### src/rtl/decode_queue.sv
// RV32I decode stage: DEPTH-entry {instr, pc} queue feeding a registered decoder on its head.
// Latency: a push at edge N is visible at the output after edge N+1 when the output stage is free.
// Backpressure: in_ready drops at full; the output holds while !out_ready, or while an illegal bundle is trap-held.
module decode_queue #(
  parameter int DEPTH      = 4,
  parameter int REG_BITS   = 5,
  parameter int TRAP_STALL = 1
) (
  input  logic                     clk,
  input  logic                     rst,
  input  logic                     flush,
  input  logic                     in_valid,
  output logic                     in_ready,
  input  logic [31:0]              in_instr,
  input  logic [31:0]              in_pc,
  output logic                     out_valid,
  input  logic                     out_ready,
  output logic [31:0]              out_pc,
  output logic [REG_BITS-1:0]      rs1,
  output logic [REG_BITS-1:0]      rs2,
  output logic [REG_BITS-1:0]      rd,
  output logic [31:0]              imm,
  output logic [9:0]               func,
  output logic                     en_jmp,
  output logic                     en_uncond_jmp,
  output logic                     en_rel_reg_jmp,
  output logic                     en_imm,
  output logic                     en_reg_wr,
  output logic                     en_mem_wr,
  output logic                     en_mem_re,
  output logic [2:0]               ld_code,
  output logic                     illegal,
  output logic [$clog2(DEPTH):0]   count
);
  localparam int AW = $clog2(DEPTH);
  localparam int CW = AW + 1;

  // Writeback source codes
  localparam logic [2:0] NO_LD     = 3'd0;
  localparam logic [2:0] LD_ALU    = 3'd1;
  localparam logic [2:0] LD_MEM    = 3'd2;
  localparam logic [2:0] LD_IMM    = 3'd3;
  localparam logic [2:0] LD_PC     = 3'd4;
  localparam logic [2:0] LD_PC_IMM = 3'd5;

  logic [31:0]   instr_mem [DEPTH];
  logic [31:0]   pc_mem    [DEPTH];
  logic [AW-1:0] wr_ptr, rd_ptr;
  logic          push, load, held;
  logic [31:0]   h;
  logic [2:0]    f3;
  logic [6:0]    f7;

  logic [31:0] d_imm;
  logic [9:0]  d_func;
  logic [2:0]  d_ld;
  logic        d_jmp, d_unc, d_rel, d_en_imm, d_reg_wr, d_mem_wr, d_mem_re, d_ill;

  // A sticky illegal bundle blocks further loads until flush or reset.
  assign held     = (TRAP_STALL != 0) && out_valid && illegal;
  assign in_ready = (count != CW'(DEPTH));
  assign push     = in_valid && in_ready;
  assign load     = (count != '0) && (!out_valid || out_ready) && !held;

  assign h  = instr_mem[rd_ptr];
  assign f3 = h[14:12];
  assign f7 = h[31:25];

  // Queue storage; a push in a flush cycle is dropped by the pointer logic, so writing is harmless.
  always_ff @(posedge clk) begin
    if (push) begin
      instr_mem[wr_ptr] <= in_instr;
      pc_mem[wr_ptr]    <= in_pc;
    end
  end

  // Pointers and occupancy; power-of-two depth makes the pointers wrap naturally.
  always_ff @(posedge clk or posedge rst) begin
    if (rst) begin
      wr_ptr <= '0;
      rd_ptr <= '0;
      count  <= '0;
    end else if (flush) begin
      wr_ptr <= '0;
      rd_ptr <= '0;
      count  <= '0;
    end else begin
      if (push) wr_ptr <= wr_ptr + 1'b1;
      if (load) rd_ptr <= rd_ptr + 1'b1;
      count <= count + CW'(push) - CW'(load);
    end
  end

  // Combinational RV32I decode of the queue head, with illegal bundles squashed to a neutral form.
  always_comb begin
    d_imm    = '0;
    d_func   = {f7, f3};
    d_ld     = NO_LD;
    d_jmp    = 1'b0;
    d_unc    = 1'b0;
    d_rel    = 1'b0;
    d_en_imm = 1'b0;
    d_reg_wr = 1'b0;
    d_mem_wr = 1'b0;
    d_mem_re = 1'b0;
    d_ill    = 1'b0;
    case (h[6:0])
      7'b0110111: begin
        d_imm = {h[31:12], 12'b0}; d_ld = LD_IMM; d_reg_wr = 1'b1;
      end
      7'b0010111: begin
        d_imm = {h[31:12], 12'b0}; d_ld = LD_PC_IMM; d_reg_wr = 1'b1;
      end
      7'b1101111: begin
        d_imm = {{11{h[31]}}, h[31], h[19:12], h[20], h[30:21], 1'b0};
        d_ld = LD_PC; d_jmp = 1'b1; d_unc = 1'b1; d_en_imm = 1'b1; d_reg_wr = 1'b1;
      end
      7'b1100111: begin
        d_imm = {{20{h[31]}}, h[31:20]};
        d_ld = LD_PC; d_jmp = 1'b1; d_rel = 1'b1; d_en_imm = 1'b1; d_reg_wr = 1'b1;
        d_ill = (f3 != 3'b000);
      end
      7'b0000011: begin
        d_imm = {{20{h[31]}}, h[31:20]}; d_func = '0;
        d_ld = LD_MEM; d_en_imm = 1'b1; d_reg_wr = 1'b1; d_mem_re = 1'b1;
        d_ill = (f3 == 3'b011) || (f3 == 3'b110) || (f3 == 3'b111);
      end
      7'b0100011: begin
        d_imm = {{20{h[31]}}, h[31:25], h[11:7]}; d_func = '0;
        d_en_imm = 1'b1; d_mem_wr = 1'b1;
        d_ill = (f3 > 3'b010);
      end
      7'b1100011: begin
        d_imm = {{19{h[31]}}, h[31], h[7], h[30:25], h[11:8], 1'b0};
        d_jmp = 1'b1;
        d_ill = (f3 == 3'b010) || (f3 == 3'b011);
      end
      7'b0010011: begin
        d_imm = {{20{h[31]}}, h[31:20]};
        d_ld = LD_ALU; d_en_imm = 1'b1; d_reg_wr = 1'b1;
        if (f3 != 3'b001 && f3 != 3'b101) d_func = {7'b0, f3};
      end
      7'b0110011: begin
        d_ld = LD_ALU; d_reg_wr = 1'b1;
      end
      default: d_ill = 1'b1;
    endcase
    if (d_ill) begin
      d_imm    = '0;
      d_ld     = NO_LD;
      d_jmp    = 1'b0;
      d_unc    = 1'b0;
      d_rel    = 1'b0;
      d_en_imm = 1'b0;
      d_reg_wr = 1'b0;
      d_mem_wr = 1'b0;
      d_mem_re = 1'b0;
    end
  end

  // Output register: loads on pop, empties when consumed, holds otherwise.
  always_ff @(posedge clk or posedge rst) begin
    if (rst) begin
      out_valid      <= 1'b0;
      out_pc         <= '0;
      rs1            <= '0;
      rs2            <= '0;
      rd             <= '0;
      imm            <= '0;
      func           <= '0;
      ld_code        <= NO_LD;
      en_jmp         <= 1'b0;
      en_uncond_jmp  <= 1'b0;
      en_rel_reg_jmp <= 1'b0;
      en_imm         <= 1'b0;
      en_reg_wr      <= 1'b0;
      en_mem_wr      <= 1'b0;
      en_mem_re      <= 1'b0;
      illegal        <= 1'b0;
    end else if (flush) begin
      out_valid <= 1'b0;
    end else if (load) begin
      out_valid      <= 1'b1;
      out_pc         <= pc_mem[rd_ptr];
      rs1            <= REG_BITS'(h[19:15]);
      rs2            <= REG_BITS'(h[24:20]);
      rd             <= REG_BITS'(h[11:7]);
      imm            <= d_imm;
      func           <= d_func;
      ld_code        <= d_ld;
      en_jmp         <= d_jmp;
      en_uncond_jmp  <= d_unc;
      en_rel_reg_jmp <= d_rel;
      en_imm         <= d_en_imm;
      en_reg_wr      <= d_reg_wr;
      en_mem_wr      <= d_mem_wr;
      en_mem_re      <= d_mem_re;
      illegal        <= d_ill;
    end else if (out_ready && !held) begin
      out_valid <= 1'b0;
    end
  end
endmodule
### config.mk
export PLATFORM = sky130hd
export DESIGN_NAME = decode_queue
export DESIGN_NICKNAME = d
export VERILOG_FILES = /design/src/rtl/decode_queue.sv
export SDC_FILE = /design/constraint.sdc
export NUM_CORES = 1
export LEC_CHECK = 0
export ABC_AREA = 1
export BUFFER_PORTS_ARGS = -buffer_cell sky130_fd_sc_hd__buf_4
export CAP_MARGIN = 10
export CORE_MARGIN = 8
export CORE_UTILIZATION = 50
export DETAILED_ROUTE_END_ITERATION = 6
export PLACE_DENSITY = 0.71
export SETUP_SLACK_MARGIN = 0.2
export SKIP_LAST_GASP = 1
export SLEW_MARGIN = 0
export SYNTH_ARGS = -nofsm -noshare
export SYNTH_HDL_FRONTEND = slang
export SYNTH_SLANG_ARGS = --single-unit
### constraint.sdc
create_clock -name clk -period 4.8 [get_ports clk]
set_clock_uncertainty 0.05 [all_clocks]
set_input_delay 0.72 -clock clk [delete_from_list [all_inputs] [get_ports clk]]
set_output_delay 0.72 -clock clk [all_outputs]
set_load 0.01 [all_outputs]
==> results.txt <==
The run finished with clean final reports. Clock-pin slew was measured on the worst setup and hold paths at around 0.06 ns. In this run, CTS created clock tree buffers numbering 38. The die boundary width came out at ~190 µm. The row count is 62. The dominant cell by count in the synthesized netlist is sky130_fd_sc_hd__nand2_1. For this design, the slowest cell found on the critical path is sky130_fd_sc_hd__inv_4. The leakage component of the power is 7.45 nW. In this design, the critical path's most frequently occurring cell is sky130_fd_sc_hd__nand2_1. The post-detailed-routing wire length came out at 34,700 µm. The layout-stage area growth over the synthesis result is 19.6%. At the later pin of the worst-skew pair, clock insertion delay measures 0.52 ns.

The total internal power is between 6 and 7 mW. The biggest fanout along the worst timing path is 78. The count of nets left with antenna violations after detail routing came out at 0. The number of post-CTS setup repair buffers is 0.

The critical path goes through inv_4, nand2_1, nand2_1, nand2_1, nand2_1, nand2_1, nor2_2, nand2_1, nand3_1, nor2_2, nor2_8, nand3_1, nand2_1. The final setup violation count came out at 0. The switching power summed over all nets came out at 3.50 mW. The yosys synthesis warning count came out at 0.

The first global-routing pass estimated 55,600 µm of wire. The die area is ~35,000 µm². At the end of routability-driven placement, the weighted congestion stood at 0.845. Counting flops with a built-in enable in the synthesized netlist gives 256. In the final routed layout, each cell accounts on average for 18.6 µm. The final cell count without fillers is approximately 1,900.

The commonest cells after synthesis are 370 x sky130_fd_sc_hd__nand2_1, 256 x sky130_fd_sc_hd__edfxtp_1, 122 x sky130_fd_sc_hd__o21ai_0, 116 x sky130_fd_sc_hd__nor2_1, 108 x sky130_fd_sc_hd__dfrtp_1. The distinct cell type count after synthesis came out at 30. The number of maximum-capacitance violations is 0.

The worst setup path is of the reg -> reg kind. The floorplan step set the die height to between 150 and 200 µm. The part of the Yosys area used for sequential elements came out at 70.9%.

The floorplan core area is 28,800 µm². The depth of the worst register-to-register path came out at 13. For this run the aggregate overflow at the end of global routing stands at 0. For this block, the initial DRC count from the detailed router was between 800 and 900. The via count of the first global-routing pass is 10,275. Measured against its own limit, the worst slew margin works out to 33.0%. The arrival time at the worst endpoint is 3.94 ns. The maximum number of pins on one net before global-route repair came out at 104.

The initial core utilization is 50.9%. Summing all non-filler instances in the final layout gives an area of 17,500 µm². IR analysis of the VDD net gives a maximum drop of 329 µV. The total of hold buffers inserted after clock tree synthesis is 0. STA classifies the critical path startpoint as a flop.

The endpoint class of the critical path is a flop. The largest single stage delay on the critical path is 0.63 ns. The global-route usage over all layers came out at 19.5%. After detailed placement, the total cell area comes to around 16,000 µm².

The required time at the endpoint of the critical path came out at 5.19 ns. The detail-routed via count per cell is 5.36. The fraction of synthesized cell area taken by the top area cell type is 52.5%. The total via count after detailed routing is roughly 10,000. Cells with a size suffix above 1 make up a little under a fifth of the layout. Port buffering added ~170 buffers. The aggregate negative setup slack is 0 ns. The per-instance average area after synthesis came out at 11.2 µm². After synthesis, the cell types taking the most area are sky130_fd_sc_hd__edfxtp_1 52%, sky130_fd_sc_hd__dfrtp_1 18%, sky130_fd_sc_hd__nand2_1 9.5%. In this run, synthesis produced a sequential element count of 364. The clock network is responsible for 29.0% of the overall power. The count of fill cells added during filler insertion came out at around 2,300. The clock root buffer is sky130_fd_sc_hd__clkbuf_16. No sink is reached through more buffers than the 3 on the longest clock path.

The type of the tightest min-delay check is in -> async. The cell area power density came out at 580 nW/µm². Of the available clock period, the critical path in the final layout requires 73.8%. Detailed placement finished with a half-perimeter wire length of 21,700 µm.

The final-stage net count is 1,531. The worst slack on hold paths came out at 0.123 ns. The instance count of the mapped netlist is about 1,300. The slack of the worst reg-to-reg path came out at 1.26 ns. The time the worst path needs with I/O delays and setup is around 3.5 ns.

Setup repair after global routing left no endpoint under its margin. The H-tree level count came out at 2. The proportion of total power due to net switching is 34.4%. The final count of hold timing violations came to 0. Among all flip-flop cells after synthesis, the most frequent one is sky130_fd_sc_hd__edfxtp_1. In this run, post-CTS repair resized a total of 0 instances. The worst register-to-register path ends at imm[2]$_DFFE_PP0P_. The first detailed-routing pass took 5 iterations. The relative contribution of combinational cells to total power came out at 30.2%. The net count of the mapped netlist came out at 1,380. Pin placement for this block handled around 170 I/O pins.

In this run the critical register-to-register path is launched from rd_ptr[0]$_DFFE_PP0P_. The fraction of synthesis flops using an asynchronous set or reset pin came out at 29.7%. The sink count of the clock tree came out at between 300 and 400. Of all cell types, the one taking the most synthesized area is sky130_fd_sc_hd__edfxtp_1.

The cell area that synthesis handed to floorplanning was roughly 15,000 µm². The sequential cell fraction of total power is between 40% and 50%. The initial antenna violation count came to 5. For this run, the top clock speed supported by timing is 0.282 GHz. The number of placed cells counting well taps came out at 1,799. The slew of the pin with the lowest slew margin came out at between 1 and 1.5 ns. TritonCTS built the clock tree. The utilization of the core after routing is 60.9%. The number of max-slew violations in the final report is 0. The post-route DRC violation count is 0.
## cell type report
class	instances	area [µm²]	area share [%]
clock buffers	53	1150	6.54
well taps	384	480	2.74
multi-input cells	823	3760	21.4
repair buffers	186	1430	8.18
clock inverters	16	146	0.835
inverters	42	164	0.935
flip-flops and latches	364	10400	59.3
diodes	2	5.00	0.0285
## layer usage
| metal | GRT usage [%] | up-vias | wire [µm] |
|---|---|---|---|
| li1 | - | 4810 | - |
| met1 | 25.5 | 4837 | 15100 |
| met2 | 31.4 | 317 | 16300 |
| met3 | 5.54 | 54 | 2690 |
| met4 | 5.80 | 6 | 614 |
| met5 | 0 | - | 41 |
## cells in the final DEF (no fill, tap or decap), types with 4 or more instances in the layout
cell / n
sky130_fd_sc_hd__clkbuf_16: 40
sky130_fd_sc_hd__o21ai_0: 122
sky130_fd_sc_hd__nand3_1: 103
sky130_fd_sc_hd__inv_2: 4
sky130_fd_sc_hd__nand2_1: 370
sky130_fd_sc_hd__nand4_1: 15
sky130_fd_sc_hd__a21oi_1: 11
sky130_fd_sc_hd__o22ai_1: 49
sky130_fd_sc_hd__nor2_4: 7
sky130_fd_sc_hd__nand2_2: 7
sky130_fd_sc_hd__edfxtp_1: 256
sky130_fd_sc_hd__nor2_1: 111
sky130_fd_sc_hd__dfrtp_1: 106
sky130_fd_sc_hd__nor2_2: 4
sky130_fd_sc_hd__ha_1: 6
sky130_fd_sc_hd__and2_1: 5
sky130_fd_sc_hd__clkbuf_8: 9
sky130_fd_sc_hd__clkinv_2: 10
sky130_fd_sc_hd__buf_4: 183
sky130_fd_sc_hd__inv_1: 35
## power by group through the flow
stage	Sequential, mW	Clock (mW)	Combinational, mW
after detailed placement	4.21	0	3.09
after global placement	4.20	0	3.02
final	4.15	2.95	3.07
after floorplan	4.27	0	1.94
after global routing	4.21	3.12	3.43
after CTS	4.16	2.99	3.11
## state kept, by name (all words and copies together) (netlist names), 2 cells and up
| register | count |
|---|---|
| out_pc | 32 |
| rd_ptr | 2 |
| rs1 | 5 |
| pc_mem | 128 |
| imm | 32 |
| func | 10 |
| instr_mem | 128 |
| rd | 5 |
| wr_ptr | 2 |
| count | 3 |
| ld_code | 3 |
| rs2 | 5 |
## critical path, delay by kind of cell, from the launching register on
kind,cells,cell delay [ns]
AND/OR/NAND/NOR,12,2.16
flip-flops,1,0.61
buffers and inverters,1,0.63
## stage by stage
| step | worst slack, ns | total power, mW |
|---|---|---|
| 3_3_place_gp | 1.42 | 7.22 |
| 2_1_floorplan | 0.687 | 6.21 |
| 6_report | 1.26 | 10.2 |
| 3_5_place_dp | 1.32 | 7.30 |
| 4_1_cts | 1.28 | 10.3 |
| 5_1_grt | 0.809 | 10.8 |
## worst max-delay path by stage
stage	to	cells after the start	slack, ns	startpoint
floorplan	instr_mem[0][0]$_DFFE_PP_	2	0.69	in_valid
global route	imm[2]$_DFFE_PP0P_	13	0.81	rd_ptr[0]$_DFFE_PP0P_
finish	imm[2]$_DFFE_PP0P_	13	1.26	rd_ptr[0]$_DFFE_PP0P_
global placement	imm[26]$_DFFE_PP0P_	13	1.42	rd_ptr[0]$_DFFE_PP0P_
detailed placement	imm[3]$_DFFE_PP0P_	13	1.32	rd_ptr[0]$_DFFE_PP0P_
CTS	imm[2]$_DFFE_PP0P_	13	1.28	rd_ptr[0]$_DFFE_PP0P_
## cell families after synthesis
group	share of synthesized area, %
XOR/XNOR	0.120
buffers and inverters	3.71
AND/OR/NAND/NOR	17.8
AO/OA/AOI/OAI	6.87
adder cells (fa/ha/maj)	0.649
flip-flops	70.9
Power figures use the tool's default switching activity.
